$ cat src/rtl/apb_vga_text_pkg.sv
// Shared types and constants for the APB VGA text writer.
package apb_vga_text_pkg;

  // Default text screen geometry.
  localparam int DEFAULT_COLS = 80;
  localparam int DEFAULT_ROWS = 30;

  // Character written into every cell by CLEAR.
  localparam logic [7:0] SPACE_CHAR = 8'h20;

  // Command opcodes presented on cmd_op_i.
  typedef enum logic [1:0] {
    OP_PUTC   = 2'b00,
    OP_SETPOS = 2'b01,
    OP_CLEAR  = 2'b10,
    OP_RSVD   = 2'b11
  } cmd_op_e;

  // Writer FSM states.
  typedef enum logic [1:0] {
    ST_IDLE     = 2'b00,
    ST_SETUP    = 2'b01,
    ST_ACCESS   = 2'b10,
    ST_CLR_NEXT = 2'b11
  } wr_state_e;

endpackage

$ cat src/rtl/apb_vga_text_writer.sv
// Text-mode command front end that turns PUTC / SETPOS / CLEAR commands
// into APB write transfers towards a character frame buffer. One register
// serves both as the cursor and as the clear address walking the screen.
module apb_vga_text_writer
  import apb_vga_text_pkg::*;
#(
  parameter int APB_ADDR_WIDTH = 12,
  parameter int APB_DATA_WIDTH = 32,
  parameter int COLS           = DEFAULT_COLS,
  parameter int ROWS           = DEFAULT_ROWS
) (
  input  logic                      clk_i,
  input  logic                      rst_i,
  // command side
  input  logic                      cmd_valid_i,
  output logic                      cmd_ready_o,
  input  logic [1:0]                cmd_op_i,
  input  logic [7:0]                cmd_char_i,
  input  logic [APB_ADDR_WIDTH-1:0] cmd_pos_i,
  // APB requester
  output logic [APB_ADDR_WIDTH-1:0] apb_paddr_o,
  output logic [APB_DATA_WIDTH-1:0] apb_pwdata_o,
  output logic                      apb_pwrite_o,
  output logic                      apb_psel_o,
  output logic                      apb_penable_o,
  input  logic [APB_DATA_WIDTH-1:0] apb_prdata_i,
  input  logic                      apb_pready_i,
  input  logic                      apb_pslverr_i,
  // status
  output logic [APB_ADDR_WIDTH-1:0] cursor_o,
  output logic                      busy_o,
  output logic [7:0]                err_cnt_o
);

  localparam int CELLS = COLS * ROWS;
  localparam logic [APB_ADDR_WIDTH-1:0] CELLS_A   = APB_ADDR_WIDTH'(CELLS);
  localparam logic [APB_ADDR_WIDTH-1:0] LAST_CELL = APB_ADDR_WIDTH'(CELLS - 1);
  localparam logic [APB_ADDR_WIDTH-1:0] ONE_A     = APB_ADDR_WIDTH'(1);

  wr_state_e                 state_reg;
  wr_state_e                 state_next;
  cmd_op_e                   op_reg;
  logic [APB_ADDR_WIDTH-1:0] cnt_reg;
  logic [APB_ADDR_WIDTH-1:0] cnt_inc;
  logic [APB_ADDR_WIDTH-1:0] paddr_reg;
  logic [APB_DATA_WIDTH-1:0] pwdata_reg;
  logic [7:0]                err_cnt_reg;

  cmd_op_e cmd_op;
  logic    cmd_fire;
  logic    xfer_done;
  logic    last_cell;
  logic    pos_oob;
  logic    err_event;

  // Read data is never consumed by a write-only requester.
  logic unused_prdata;
  assign unused_prdata = ^apb_prdata_i;

  assign cmd_op    = cmd_op_e'(cmd_op_i);
  assign cmd_ready_o = (state_reg == ST_IDLE) && !rst_i;
  assign cmd_fire  = cmd_valid_i && cmd_ready_o;
  assign xfer_done = (state_reg == ST_ACCESS) && apb_pready_i;
  assign last_cell = (cnt_reg == LAST_CELL);
  assign cnt_inc   = last_cell ? '0 : cnt_reg + ONE_A;
  assign pos_oob   = (cmd_pos_i >= CELLS_A);

  // All error sources are OR-ed so coincident errors count once.
  assign err_event = (cmd_fire && (cmd_op == OP_SETPOS) && pos_oob) ||
                     (cmd_fire && (cmd_op == OP_RSVD)) ||
                     (xfer_done && apb_pslverr_i);

  // FSM state register.
  always_ff @(posedge clk_i) begin
    if (rst_i) begin
      state_reg <= ST_IDLE;
    end else begin
      state_reg <= state_next;
    end
  end

  // FSM next-state logic: PUTC and CLEAR issue APB writes, the rest stay idle.
  always_comb begin
    state_next = state_reg;
    unique case (state_reg)
      ST_IDLE: begin
        if (cmd_fire && ((cmd_op == OP_PUTC) || (cmd_op == OP_CLEAR))) begin
          state_next = ST_SETUP;
        end
      end
      ST_SETUP: begin
        state_next = ST_ACCESS;
      end
      ST_ACCESS: begin
        if (apb_pready_i) begin
          state_next = (op_reg == OP_CLEAR) ? ST_CLR_NEXT : ST_IDLE;
        end
      end
      ST_CLR_NEXT: begin
        state_next = last_cell ? ST_IDLE : ST_SETUP;
      end
      default: begin
        state_next = ST_IDLE;
      end
    endcase
  end

  // FSM outputs: APB controls decoded purely from the registered state.
  always_comb begin
    apb_psel_o    = 1'b0;
    apb_penable_o = 1'b0;
    apb_pwrite_o  = 1'b0;
    busy_o        = 1'b1;
    unique case (state_reg)
      ST_IDLE: begin
        busy_o = 1'b0;
      end
      ST_SETUP: begin
        apb_psel_o   = 1'b1;
        apb_pwrite_o = 1'b1;
      end
      ST_ACCESS: begin
        apb_psel_o    = 1'b1;
        apb_penable_o = 1'b1;
        apb_pwrite_o  = 1'b1;
      end
      ST_CLR_NEXT: begin
        busy_o = 1'b1;
      end
      default: begin
        busy_o = 1'b1;
      end
    endcase
  end

  // Datapath: capture commands, move the shared cursor/clear counter,
  // and hold the APB address and data steady for the whole transfer.
  always_ff @(posedge clk_i) begin
    if (rst_i) begin
      op_reg     <= OP_PUTC;
      cnt_reg    <= '0;
      paddr_reg  <= '0;
      pwdata_reg <= '0;
    end else begin
      if (cmd_fire) begin
        op_reg <= cmd_op;
        case (cmd_op)
          OP_PUTC: begin
            paddr_reg  <= cnt_reg;
            pwdata_reg <= APB_DATA_WIDTH'(cmd_char_i);
          end
          OP_SETPOS: begin
            cnt_reg <= pos_oob ? '0 : cmd_pos_i;
          end
          OP_CLEAR: begin
            cnt_reg    <= '0;
            paddr_reg  <= '0;
            pwdata_reg <= APB_DATA_WIDTH'(SPACE_CHAR);
          end
          default: begin
          end
        endcase
      end
      // A finished PUTC advances the cursor, wrapping at the screen end.
      if (xfer_done && (op_reg == OP_PUTC)) begin
        cnt_reg <= cnt_inc;
      end
      // During CLEAR the counter walks the cells and lands on 0 after the last.
      if (state_reg == ST_CLR_NEXT) begin
        cnt_reg   <= cnt_inc;
        paddr_reg <= cnt_inc;
      end
    end
  end

  // Saturating error event counter.
  always_ff @(posedge clk_i) begin
    if (rst_i) begin
      err_cnt_reg <= '0;
    end else if (err_event && (err_cnt_reg != 8'hFF)) begin
      err_cnt_reg <= err_cnt_reg + 8'd1;
    end
  end

  assign apb_paddr_o  = paddr_reg;
  assign apb_pwdata_o = pwdata_reg;
  assign cursor_o     = cnt_reg;
  assign err_cnt_o    = err_cnt_reg;

endmodule

$ cat config.mk
export PLATFORM = sky130hd
export DESIGN_NAME = apb_vga_text_writer
export DESIGN_NICKNAME = d
export VERILOG_FILES = /design/src/rtl/apb_vga_text_pkg.sv /design/src/rtl/apb_vga_text_writer.sv
export SDC_FILE = /design/constraint.sdc
export NUM_CORES = 1
export LEC_CHECK = 0
export CAP_MARGIN = 10
export CELL_PAD_IN_SITES_DETAIL_PLACEMENT = 1
export CELL_PAD_IN_SITES_GLOBAL_PLACEMENT = 1
export CORE_UTILIZATION = 28
export DETAILED_ROUTE_END_ITERATION = 7
export GPL_ROUTABILITY_DRIVEN = 0
export PLACE_DENSITY_LB_ADDON = 0.1
export SYNTH_ARGS = -nofsm -noshare
export SYNTH_HDL_FRONTEND = slang
export SYNTH_SLANG_ARGS = --single-unit
$ cat constraint.sdc
create_clock -name clk_i -period 2 [get_ports clk_i]
set_input_delay 0.2 -clock clk_i [delete_from_list [all_inputs] [get_ports clk_i]]
set_output_delay 0.2 -clock clk_i [all_outputs]
set_load 0.01 [all_outputs]
==> flow_summary.toml <==
[routing]
wl_um = 8580
ant_nets = 0
viasPerCell = 5.06
avgRoutedWirePerCell_um = 16.1
num_vias = 2693
drtIter0Drc = 73
post-route-drc-count = 7
drtPass1Iterations = 6

[clocking]
cts_buffer_depth = 2
cts_tree = "done"
clock_sinks = 44
cts_buffers = 5
cts.clk_slew.worst_paths_ns = 0.10
htree_levels = 2
clock_latency_ns = 0.31
clockRootBuffer = "clkbuf_8"
postCtsHoldBufs = 0

[critical_path]
critPathKind = "primary input to register"
critPathMaxFanout = 3
worstSetupEndpointType = "register"
r2r-start = "state_reg[1]"
crit_buf_inv = 1
critPathSlowestCell = "a211oi_1"
startpoint_type = "primary input"
worstRegToRegCells = 8
crit_arrival_ns = 2.15
required_ns = 2.20
rrSetupSlack_ns = 0.14
cp-startpoint = "cmd_pos_i[8]"
path_cells = "clkdlybuf4s50_1, a211oi_1, nand2_1, a21oi_1, a21oi_1, o32ai_1"
r2r_end = "err_cnt_o[4]"
slowest_delay_ns = 0.55
cpMostUsedCell = "a21oi_1"
critical_path.top_delay_family = "compound AO/OA/AOI/OAI gates"

[power]
powerDensity_nw_per_um2 = 665
p_leak_uw = 0.00144
irDropWorstVdd_mv = 0.303

[grt]
grt_util_all_layers_pct = 17.7
grt_max_degree = 27
grt_antenna_before_repair = 0
grt_pass1_vias = 2654
grt_overflow = 0
grt_pass1_wl_um = 13700

[die]
initial_core_util_pct = 29.3
die_h_um = 98.2
rows = 34
core_area_um2 = 8850
pin_count = 128
dieWidth_um = 98.2
dieArea_um2 = 9640

[logic_synthesis]
synth_ff_type = "dfxtp_1"
synth_seq_cells = 44
yosysWarnings = 0
synth.distinct_cells = 58
netlist_instances = 319
yosysSeqAreaShare_pct = 34.0
synth_edf_count = 0
avgSynthCellArea_um2 = 8.12
synthArstFlopShare_pct = 0
syn_area_um2 = 2590

[run_status]
status = "finished with violations"
violations = "DRC"

[timing]
tightestPinTransition_ns = 0.622
setup_violations = 0
slew_violations = 0
rsz0062_at_grt = "no"
max_freq_mhz = 513
fin_crit_ns = 1.95
post-route-period-util_pct = 97.5
max_slew_margin_pct = 58.3
holdWs_ns = 0.449
hold_viol_final = 0
fin_skew_ns = 0.0115

[layout]
finalInstanceArea_um2 = 3720
fill_cells = 1078
diodes = 0
drive_above_1_share_pct = 14.9
final_nets = 492
syn2layout_area_growth_pct = 43.6

[min_path]
holdPathStages = 3
min_path_type = "primary input to register"
min_to = "apb_pwdata_o[6]"
hp-start = "cmd_char_i[6]"

[placement]
postPlaceCellArea_um2 = 3620
dp_hpwl_um = 6710
portBuffers = 71

[run]
drv_cap = 0
-- logic make-up (layout without fill, tap and decap cells) --
logic type,after synthesis,in the layout,synth area share (%)
flip-flops,44,44,34.0
other,1,24,0.145
adder cells (fa/ha/maj),10,10,4.83
AO/OA/AOI/OAI,86,86,22.0
XOR/XNOR,8,8,2.70
buffers and inverters,52,134,11.5
AND/OR/NAND/NOR,115,115,23.7
multiplexers,3,3,1.16
-- metrics by stage --
step                util [%]  setup slack (ns)  instances  total power (uW)  setup TNS [ns]
global route            42.0            0.0114        532              2610               0
floorplan                  -             0.141        342              1460               0
finish                  42.0            0.0490        532              2470               0
CTS                     42.0            0.0137        532              2500               0
detailed placement      40.9            -0.154        524              1890           -2.22
global placement        40.9            -0.128        524              1860           -1.28
-- synth_stat cells, drive strengths merged (2+ instances only) --
master / instances / share of area (%)
o21ai: 17 / 3.3
ha: 10 / 4.8
xnor2: 4 / 1.4
nor2: 23 / 3.3
o2111ai: 2 / 0.68
nand2: 20 / 2.9
nor4: 2 / 0.48
a21boi: 3 / 0.87
buf: 28 / 8.1
a221oi: 3 / 1.0
nand4: 5 / 1.2
nor3: 9 / 1.9
a22oi: 3 / 0.87
nand3: 19 / 3.7
o22ai: 7 / 1.7
inv: 12 / 1.7
or3: 8 / 1.9
o31ai: 2 / 1.1
o211ai: 2 / 0.58
dfxtp: 44 / 34
a211oi: 5 / 1.6
clkbuf: 12 / 1.7
mux2i: 3 / 1.2
nor3b: 2 / 0.58
or2: 2 / 0.48
nand3b: 3 / 0.87
nand4b: 2 / 0.68
a2bb2oi: 3 / 1.0
and2: 3 / 0.72
a21oi: 28 / 5.4
and3: 11 / 2.7
xor2: 4 / 1.4
-- cell usage in the layout, fill, tap and decap left out, drive strengths merged, types with 2 or more instances in the layout --
cell type      Yosys  layout
or2                2       2
and2               3       3
a221oi             3       3
conb               1      24
clkdlybuf4s50      0      71
a21oi             28      28
o22ai              7       7
o31ai              2       2
a22oi              3       3
nand4b             2       2
o211ai             2       2
nand3b             3       3
and3              11      11
clkbuf            12       5
a21boi             3       3
o21ai             17      17
ha                10      10
nand3             19      19
inv               12      12
xor2               4       4
o2111ai            2       2
dfxtp             44      44
mux2i              3       3
buf               28      43
xnor2              4       4
nand4              5       5
nor3               9       9
nand2             20      20
or3                8       8
nor2              23      23
nor4               2       2
a2bb2oi            3       3
nor3b              2       2
a211oi             5       5
clkinvlp           0       2
-- report_power, final --
| group | internal (uW) | leakage (uW) | switching, uW | total [uW] |
|---|---|---|---|---|
| combinational | 439 | 0.00105 | 448 | 887 |
| clock | 248 | 0.0000404 | 349 | 597 |
| sequential | 940 | 0.000356 | 50.3 | 990 |
-- routing by layer --
layer	vias to the layer above	track usage, %	part of all wire [%]
li1	1321	-	-
met1	1292	24.2	48
met2	72	29.3	47
met3	8	2.22	3.8
met4	0	5.28	1.5
met5	-	0	0
-- worst register-to-register path, stage by stage, from the launching register on --
cell     delay [ns]
dfxtp_1        0.35
inv_1          0.09
ha_2           0.21
and3b_1        0.23
a32o_1         0.18
o21ai_1        0.07
buf_4          0.18
or3_1          0.32
a21oi_1        0.17
-- what timing repair did --
item | 4_1_cts | 5_1_grt
buffers inserted | 0 | 0
resized for setup | 1 | 3
cloned | 0 | 0
endpoints found under the setup margin | 1 | 15
-- worst max-delay path by stage --
stage	to	slack [ns]	cells after the start
detailed placement	cursor_o[5]	-0.15	6
global placement	err_cnt_o[7]	-0.13	9
global route	cmd_ready_o	0.01	5
CTS	apb_paddr_o[4]	0.01	9
finish	cursor_o[5]	0.05	6
floorplan	state_reg[0]	0.14	5
-- cell type report --
cell class / instances / area [um^2] / area share, %
multi-input combinational: 246 / 1510 / 40.5
clock buffer: 5 / 68.8 / 1.85
tap: 108 / 135 / 3.63
sequential: 44 / 881 / 23.7
timing repair buffer: 114 / 1060 / 28.5
clock inverter: 3 / 23.8 / 0.639
inverter: 12 / 45.0 / 1.21
Power figures use the tool's default switching activity.
